[src/rtl/perceptron_trainer.sv]
// On-line perceptron learning controller. Presents one labelled sample at a time to an
// external forward neuron, reads its response back, and nudges the weights/bias with the
// saturating perceptron rule. Also keeps miss and convergence statistics.
module perceptron_trainer #(
   parameter int unsigned PIPE_LAT  = 2,
   parameter int unsigned LR_SHIFT  = 2,
   parameter int unsigned BIAS_STEP = 1,
   parameter int unsigned W1_INIT   = 0,
   parameter int unsigned W2_INIT   = 0,
   parameter int unsigned B_INIT    = 0,
   parameter int unsigned CONV_RUN  = 16
) (
   input  logic        clk,
   input  logic        reset,
   input  logic        s_valid,
   output logic        s_ready,
   input  logic [7:0]  s_x1,
   input  logic [7:0]  s_x2,
   input  logic        s_target,
   output logic [7:0]  input1,
   output logic [7:0]  input2,
   output logic [7:0]  weight1,
   output logic [7:0]  weight2,
   output logic [7:0]  bias,
   input  logic [15:0] neuron_out,
   output logic        r_valid,
   output logic        r_pred,
   output logic        r_miss,
   output logic [15:0] err_count,
   output logic        converged,
   input  logic        clear_stats
);

   localparam int unsigned CW = (PIPE_LAT > 1) ? $clog2(PIPE_LAT) : 1;
   localparam logic [CW-1:0] CNT_LOAD = CW'(PIPE_LAT - 1);
   localparam logic [15:0] RUN_MAX = 16'(CONV_RUN);
   localparam logic [7:0] BSTEP = 8'(BIAS_STEP);

   typedef enum logic [1:0] {StIdle, StDrive, StEval, StUpdate} state_t;

   state_t          state_q, state_d;
   logic [CW-1:0]   cnt_q, cnt_d;
   logic            target_q;
   logic            y_q;
   logic            miss_q;
   logic [15:0]     run_q;
   logic            take;
   logic [7:0]      dx1, dx2;
   logic [7:0]      w1_upd, w2_upd, b_upd;
   logic [15:0]     run_inc;

   // Add/subtract at 9 bits, then clamp to the 8-bit unsigned range.
   function automatic logic [7:0] step_up(input logic [7:0] v, input logic [7:0] d);
      logic [8:0] s;
      s = {1'b0, v} + {1'b0, d};
      return s[8] ? 8'hFF : s[7:0];
   endfunction

   function automatic logic [7:0] step_dn(input logic [7:0] v, input logic [7:0] d);
      logic [8:0] s;
      s = {1'b0, v} - {1'b0, d};
      return s[8] ? 8'h00 : s[7:0];
   endfunction

   assign take   = (state_q == StIdle) && s_valid;
   assign r_pred = y_q;
   assign r_miss = miss_q;

   // State register and DRIVE down-counter.
   always_ff @(posedge clk) begin
      if (reset) begin
         state_q <= StIdle;
         cnt_q   <= '0;
      end else begin
         state_q <= state_d;
         cnt_q   <= cnt_d;
      end
   end

   // Next-state logic plus handshake/result strobes.
   always_comb begin
      state_d = state_q;
      cnt_d   = cnt_q;
      s_ready = 1'b0;
      r_valid = 1'b0;
      case (state_q)
         StIdle: begin
            s_ready = 1'b1;
            if (s_valid) begin
               state_d = StDrive;
               cnt_d   = CNT_LOAD;
            end
         end
         StDrive: begin
            if (cnt_q == '0) begin
               state_d = StEval;
            end else begin
               cnt_d = cnt_q - 1'b1;
            end
         end
         StEval: begin
            state_d = StUpdate;
         end
         StUpdate: begin
            r_valid = 1'b1;
            state_d = StIdle;
         end
         default: begin
            state_d = StIdle;
         end
      endcase
   end

   // Candidate weights/bias for a misclassified sample, direction chosen by the target.
   always_comb begin
      dx1    = input1 >> LR_SHIFT;
      dx2    = input2 >> LR_SHIFT;
      w1_upd = weight1;
      w2_upd = weight2;
      b_upd  = bias;
      if (target_q) begin
         w1_upd = step_up(weight1, dx1);
         w2_upd = step_up(weight2, dx2);
         b_upd  = step_up(bias, BSTEP);
      end else begin
         w1_upd = step_dn(weight1, dx1);
         w2_upd = step_dn(weight2, dx2);
         b_upd  = step_dn(bias, BSTEP);
      end
   end

   // Sample latch, neuron readback and weight/bias registers.
   always_ff @(posedge clk) begin
      if (reset) begin
         input1   <= 8'h00;
         input2   <= 8'h00;
         target_q <= 1'b0;
         y_q      <= 1'b0;
         miss_q   <= 1'b0;
         weight1  <= 8'(W1_INIT);
         weight2  <= 8'(W2_INIT);
         bias     <= 8'(B_INIT);
      end else begin
         if (take) begin
            input1   <= s_x1;
            input2   <= s_x2;
            target_q <= s_target;
         end
         if (state_q == StEval) begin
            y_q    <= |neuron_out;
            miss_q <= (|neuron_out) != target_q;
         end
         if ((state_q == StUpdate) && miss_q) begin
            weight1 <= w1_upd;
            weight2 <= w2_upd;
            bias    <= b_upd;
         end
      end
   end

   // Saturating run length of consecutive hits.
   always_comb begin
      run_inc = (run_q >= RUN_MAX) ? run_q : run_q + 16'd1;
   end

   // Miss count, run counter and convergence flag; a clear overrides a same-cycle update.
   always_ff @(posedge clk) begin
      if (reset || clear_stats) begin
         err_count <= 16'h0000;
         run_q     <= 16'h0000;
         converged <= 1'b0;
      end else if (state_q == StUpdate) begin
         if (miss_q) begin
            err_count <= (err_count == 16'hFFFF) ? err_count : err_count + 16'd1;
            run_q     <= 16'h0000;
            converged <= 1'b0;
         end else begin
            run_q <= run_inc;
            if (run_inc == RUN_MAX) begin
               converged <= 1'b1;
            end
         end
      end
   end

endmodule

[config.mk]
export PLATFORM = sky130hd
export DESIGN_NAME = perceptron_trainer
export DESIGN_NICKNAME = d
export VERILOG_FILES = /design/src/rtl/perceptron_trainer.sv
export SDC_FILE = /design/constraint.sdc
export NUM_CORES = 1
export LEC_CHECK = 0
export ABC_AREA = 0
export CAP_MARGIN = 20
export CORE_MARGIN = 8
export CORE_UTILIZATION = 44
export CTS_CLUSTER_DIAMETER = 30
export CTS_CLUSTER_SIZE = 20
export DETAILED_ROUTE_END_ITERATION = 10
export PLACE_DENSITY = 0.77
export RECOVER_POWER = 25
export SYNTH_ARGS = -nofsm -noshare
export SYNTH_HDL_FRONTEND = slang
export SYNTH_SLANG_ARGS = --single-unit
export TNS_END_PERCENT = 100
[constraint.sdc]
create_clock -name clk -period 2.2 [get_ports clk]
set_input_delay 0.55 -clock clk [delete_from_list [all_inputs] [get_ports clk]]
set_output_delay 0.55 -clock clk [all_outputs]
set_load 0.03 [all_outputs]
## Word level (Yosys, flattened, before mapping)

Index checks and enable logic that the tools add are counted.

| cells by class | value |
|---|---|
| add/subtract/negate cells | 9 |
| order comparisons | 1 |
| equality and inequality tests | 8 |
| mux-type cells | 21 |
| bitwise operators | 1 |
| reduce and logical (&&, ||, !) cells | 11 |

Operators by type and width:

| operator | count |
|---|---|
| 8-bit 2-to-1 mux | 9 |
| 16-bit by 1-bit adder with 16-bit output, second input constant | 2 |
| 16-bit 2-to-1 mux | 2 |
| 8-bit by 6-bit adder with 9-bit output | 2 |
| 8-bit by 6-bit subtractor with 9-bit output | 2 |
| 16-bit equality test, second input constant | 1 |
| 16-bit by 5-bit equality test with 1-bit output, second input constant | 1 |
| 16-bit by 5-bit greater-or-equal comparator with 1-bit output, second input constant | 1 |
| 16-bit OR reduction | 1 |
| 8-bit by 1-bit adder with 9-bit output, second input constant | 1 |
| 8-bit by 1-bit subtractor with 9-bit output, second input constant | 1 |
| 2-bit one-hot mux with 4 select lines | 1 |
| 1-bit 2-to-1 mux | 6 |
| 2-bit AND reduction | 3 |
| 2-bit equality test, second input constant | 2 |
| 2-bit 2-to-1 mux | 2 |
| 2-bit inequality test, second input constant | 2 |
| 2-bit nonzero test | 2 |
| 3-bit AND reduction | 1 |
| 2-bit by 1-bit equality test with 1-bit output, second input constant | 1 |
| 1-bit logical AND | 2 |
| 2-bit logical NOT | 1 |
| 1-bit one-hot mux with 2 select lines | 1 |
| 1-bit logical OR | 1 |
| 3 further kinds | 3 |

| word-level totals | value |
|---|---|
| flip-flop bits (word level) | 79 |
| input port bits | 37 |
| output and inout port bits | 61 |
| logic and storage cells | 64 |

## Longest topological paths before layout

| depth | value |
|---|---|
| depth in word-level cells | 5 |
| mapped depth | 10 |
| depth with buffers taken out | 10 |

## Worst setup path after synthesis

OpenSTA, ideal clock, no wires.

| path | value |
|---|---|
| path type | reg-to-reg |
| from | register input2[2] |
| to | register weight2[7] |
| setup time | 133 ps |
| data arrival time | 2174 ps |
| setup slack | -106 ps |
| cell stages (with the launch flop) | 10 |
| path through | dfxtp_1 > ha_1 > inv_1 > fa_1 > a211oi_1 > nor2_1 > o21a_1 > o21a_1 > a41oi_1 > a31oi_1 |

| between the ends | value |
|---|---|
| cells in the longest elaborated chain, start to end | 3 |
| elaborated cells on any way between the ends | 5 |
| classes of those cells | 2 x add/sub; 3 x mux |

RTL lines:

| item | line | source |
|---|---|---|
| from (decl) | 21 | `output logic [7:0] input2,` |
| from (signal assigned) | 136 | `input2 <= 8'h00;` |
| from (signal assigned) | 146 | `input2 <= s_x2;` |
| 8-bit by 6-bit subtractor with 9-bit output / 8-bit by 6-bit adder with 9-bit output (equally long branches) | 61, 55 |  |
| 8-bit 2-to-1 mux, on equally long branches | 62, 56 |  |
| 8-bit 2-to-1 mux * | 121 | `if (target_q) begin` |
| to (signal assigned) | 141 | `weight2 <= 8'(W2_INIT);` |
| to (signal assigned) | 155 | `weight2 <= w2_upd;` |
| to (decl) | 23 | `output logic [7:0] weight2,` |

Mark *: on every way between the ends. The rest lies on a longest branch, timed or not.
A chain may end at the register's enable or synchronous reset.

## Final worst setup path

| path | value |
|---|---|
| from | register weight1[0] |
| to | register weight1[1] |

| between the ends | value |
|---|---|
| cells in the longest elaborated chain, start to end | 3 |
| elaborated cells on any way between the ends | 5 |
| classes of those cells | 2 x add/sub; 3 x mux |

RTL lines:

| item | line | source |
|---|---|---|
| from (decl) | 22 | `output logic [7:0] weight1,` |
| from (signal assigned) | 140 | `weight1 <= 8'(W1_INIT);` |
| from (signal assigned) | 154 | `weight1 <= w1_upd;` |
| 8-bit by 6-bit subtractor with 9-bit output / 8-bit by 6-bit adder with 9-bit output (equally long branches) | 61, 55 |  |
| 8-bit 2-to-1 mux, on equally long branches | 62, 56 |  |
| 8-bit 2-to-1 mux * | 121 |  |

Marked as above.

==> impl_results.md <==
* Status: complete, but fails checks
* Failing checks: setup timing
* Largest net degree at the start of global routing at 41
* Placer Congestion at 0.892
* Top-area cell type share of the netlist area at 32.5%
* Final hold violations at 0
* Synth Cell Area at 0.00487 sq mm
* Via density at 5.61
* Max Buffers Root-to-Sink at 2
* Fill cell count at 928
* CP endpoint kind: flip-flop
* Cell breakdown of the critical path: ha_4 > inv_2 > fa_2 > o21bai_1 > a21oi_2 > o41ai_4 > buf_4 > a21oi_2 > a221oi_2
* Endpoint of the worst hold path: input2[1]$_SDFFE_PP0P_
* Starting DRT DRC Count at 387
* Pwr Density at 700 mW/mm^2
* Critical path's top delay family: compound AO/OA/AOI/OAI gates
* Min Tclk post-route at 2.27 ns
* Critical path startpoint category: flip-flop
* Layout cells sized above 1 at 15.3%
* RSZ-0062 raised after global routing: yes
* Sequential share of the synthesized area at 32.5%
* CTS tree: done
* Register bit total from synthesis at 79
* WL final at 13.9 mm
* Residual DRC at 0
* Area Growth Syn to Fin at 34.5%
* Hold Crit Start: input2[1]$_SDFFE_PP0P_
* WHS Path Cells at 2
* Crit path DAT at 2.52 ns
* Bufs and invs on worst path at 2
* Maximum clock rate at 0.441 GHz
* Mean area per synthesized cell at 7.99 sq um
* Reg2Reg Setup Slack at -0.07 ns
* CTS buffer count at 9
* Setup ws final at -0.0672 ns
* Port bufs at 97
* CP Data Required Time at 2.46 ns
* Core Rows at 38
* Final worst-path cycle share at 103%
* Slew @ Worst Pin at 0.808 ns
* Count leader, synth: dfxtp_1
* Hold Buf Count CTS at 0
* GR Overflow Total at 0
* First-pass GRT wire length at 22.0 mm
* Worst R2R Start: weight1[0]$_SDFFE_PP0P_
* Die Y at 121 um
* Final setup vio count at 4
* Final setup skew at 0.0120 ns
* H-tree levels at 3
* Synth unique cells at 68
* Synth Instances at 609
* Final Instance Area at 0.00655 sq mm
* Drt wl/cell at 16.2 um
* Ys Warns at 0
* Initial Util at 44.9%
* Detailed Place HPWL at 9.73 mm
* DIE WIDTH at 121 um
* Placement Cell Area at 0.00607 sq mm
* Total chip power at 4.59 mW
* Number of global-route vias before repair at 4,736
* Top post-synthesis cells by area: dfxtp_1 (32%), ha_1 (8.5%), nand2_1 (5.6%), a21oi_1 (5.3%), nor2_1 (4.6%)
* Initial antenna violation count at 0
* Diodes inserted at 0
* CP Max Fanout at 4
* Slew Limit Fails at 0
* Vias at 4,825
* Slew HR at 46.1%
* Placed cell count at 835
* Clk_lat worst skew at 0.36 ns
* Ports at 98
* Clock-pin slew on the worst setup and hold paths at 0.08 ns
* Remaining antenna violation count at 0
* Crit-path most repeated cell: a21oi_2
* Total Die Area at 0.0147 sq mm
* Total clock sinks at 79
* Worst Setup Path Type: flip-flop to flip-flop
* Synth area leader: dfxtp_1
* Pre-CTS WS at -0.00859 ns
* Slowest CP cell: o41ai_4
* Root buffer cell: clkbuf_8
* Leak at 2.59 nW
* Nets at 789
* Layout Cells excl Fill at 860
* Most common flop cell mapped by yosys: dfxtp_1
* Hold Path Class: flip-flop to flip-flop
* Mapped Nets at 683
* GRT Util Overall at 18.1%
* Slowest cell delay on critical path at 0.38 ns
* First-pass DRT Iterations at 5
* Worst vdd ir at 681 uV
* R2r endpoint: weight1[1]$_SDFFE_PP0P_
* Post-layout util at 60.4%
* Core area at 0.0108 sq mm
* Max Cap Viol at 0
* Post-synth ARST share at 0%
* R2R cell count at 9
* Post-synth EDFFs at 0
* Most frequent cells after synthesis: dfxtp_1 (79), nand2_1 (72), nor2_1 (60)
-- worst register-to-register path: stages (launching register included) --
cell      delay, ns
dfxtp_4        0.37
ha_4           0.14
inv_2          0.04
fa_2           0.37
o21bai_1       0.20
a21oi_2        0.12
o41ai_4        0.38
buf_4          0.21
a21oi_2        0.09
a221oi_2       0.26
-- layout by cell type, fill, tap and decap left out, types with 6 or more instances in the layout --
cell             count
clkdlybuf4s50_1     85
nand2_1             72
dfxtp_1             69
nor2_1              57
a21oi_1             48
inv_1               38
buf_4               30
ha_1                29
o21ai_0             15
and3_1              14
xor2_1              13
nand3_1             13
xnor2_1             12
nor3_1              11
clkbuf_8            11
a211oi_1            10
nor4_1              10
nand4_1              9
nand2b_1             8
dfxtp_2              8
dlymetal6s2s_1       7
a22oi_1              6
a21oi_2              6
-- per-layer routing --
| layer | global-route usage [%] | vias up | share of wire, % |
|---|---|---|---|
| met5 | 0 | - | 0 |
| met4 | 8.02 | 0 | 1.7 |
| met3 | 4.79 | 19 | 6.0 |
| met2 | 31.8 | 165 | 51 |
| met1 | 20.1 | 2280 | 41 |
| li1 | - | 2361 | - |
-- power by group --
| group | switching (mW) | internal, mW |
|---|---|---|
| sequential | 0.103 | 1.54 |
| combinational | 1.03 | 0.742 |
| clock | 0.576 | 0.597 |
-- cells by family after synthesis --
| group | count (synthesis) | share of synthesized area (%) |
|---|---|---|
| mux | 6 | 1.29 |
| fa+ha+maj | 37 | 10.1 |
| buf+inv | 77 | 6.19 |
| flops | 79 | 32.5 |
| compound gates | 154 | 21.7 |
| xor+xnor | 25 | 4.50 |
| simple gates | 231 | 23.7 |
-- per-stage QoR --
stage | hold slack [ns] | TNS, ns
floorplan | 0.443 | -0.0148
global route | 0.490 | -1.20
CTS | 0.465 | 0
global placement | 0.442 | 0
finish | 0.458 | -0.124
detailed placement | 0.455 | -0.0215
-- sequential cells by signal, indices dropped and copies added (netlist names) --
signal,count
input2,8
bias,8
converged,1
weight1,8
r_miss,1
cnt_q,1
run_q,16
input1,8
r_pred,1
weight2,8
state_q,2
target_q,1
err_count,16
-- worst max-delay path by stage --
stage,from,end,cells after the start
CTS,weight2[0]$_SDFFE_PP0P_,weight2[7]$_SDFFE_PP0P_,10
floorplan,weight2[2]$_SDFFE_PP0P_,weight2[7]$_SDFFE_PP0P_,7
global placement,weight2[0]$_SDFFE_PP0P_,weight2[7]$_SDFFE_PP0P_,10
global route,input1[3]$_SDFFE_PP0P_,weight1[1]$_SDFFE_PP0P_,8
finish,weight1[0]$_SDFFE_PP0P_,weight1[1]$_SDFFE_PP0P_,9
detailed placement,weight2[0]$_SDFFE_PP0P_,weight2[7]$_SDFFE_PP0P_,10
-- what timing repair did --
action	in CTS	in global routing
cloned	0	0
resized for setup	9	48
pin swaps	2	19
setup endpoints to repair	12	23
setup buffers	0	9
-- cell type report --
class                      count  area [sq um]  area share, %
sequential                    79          1600           24.4
timing repair buffer         130          1230           18.8
tap                          140           175           2.67
clock buffer                  11           151           2.31
inverter                      42           158           2.41
clock inverter                 5          63.8          0.974
multi-input combinational    453          3170           48.4
(Power assumes the default switching activity.)
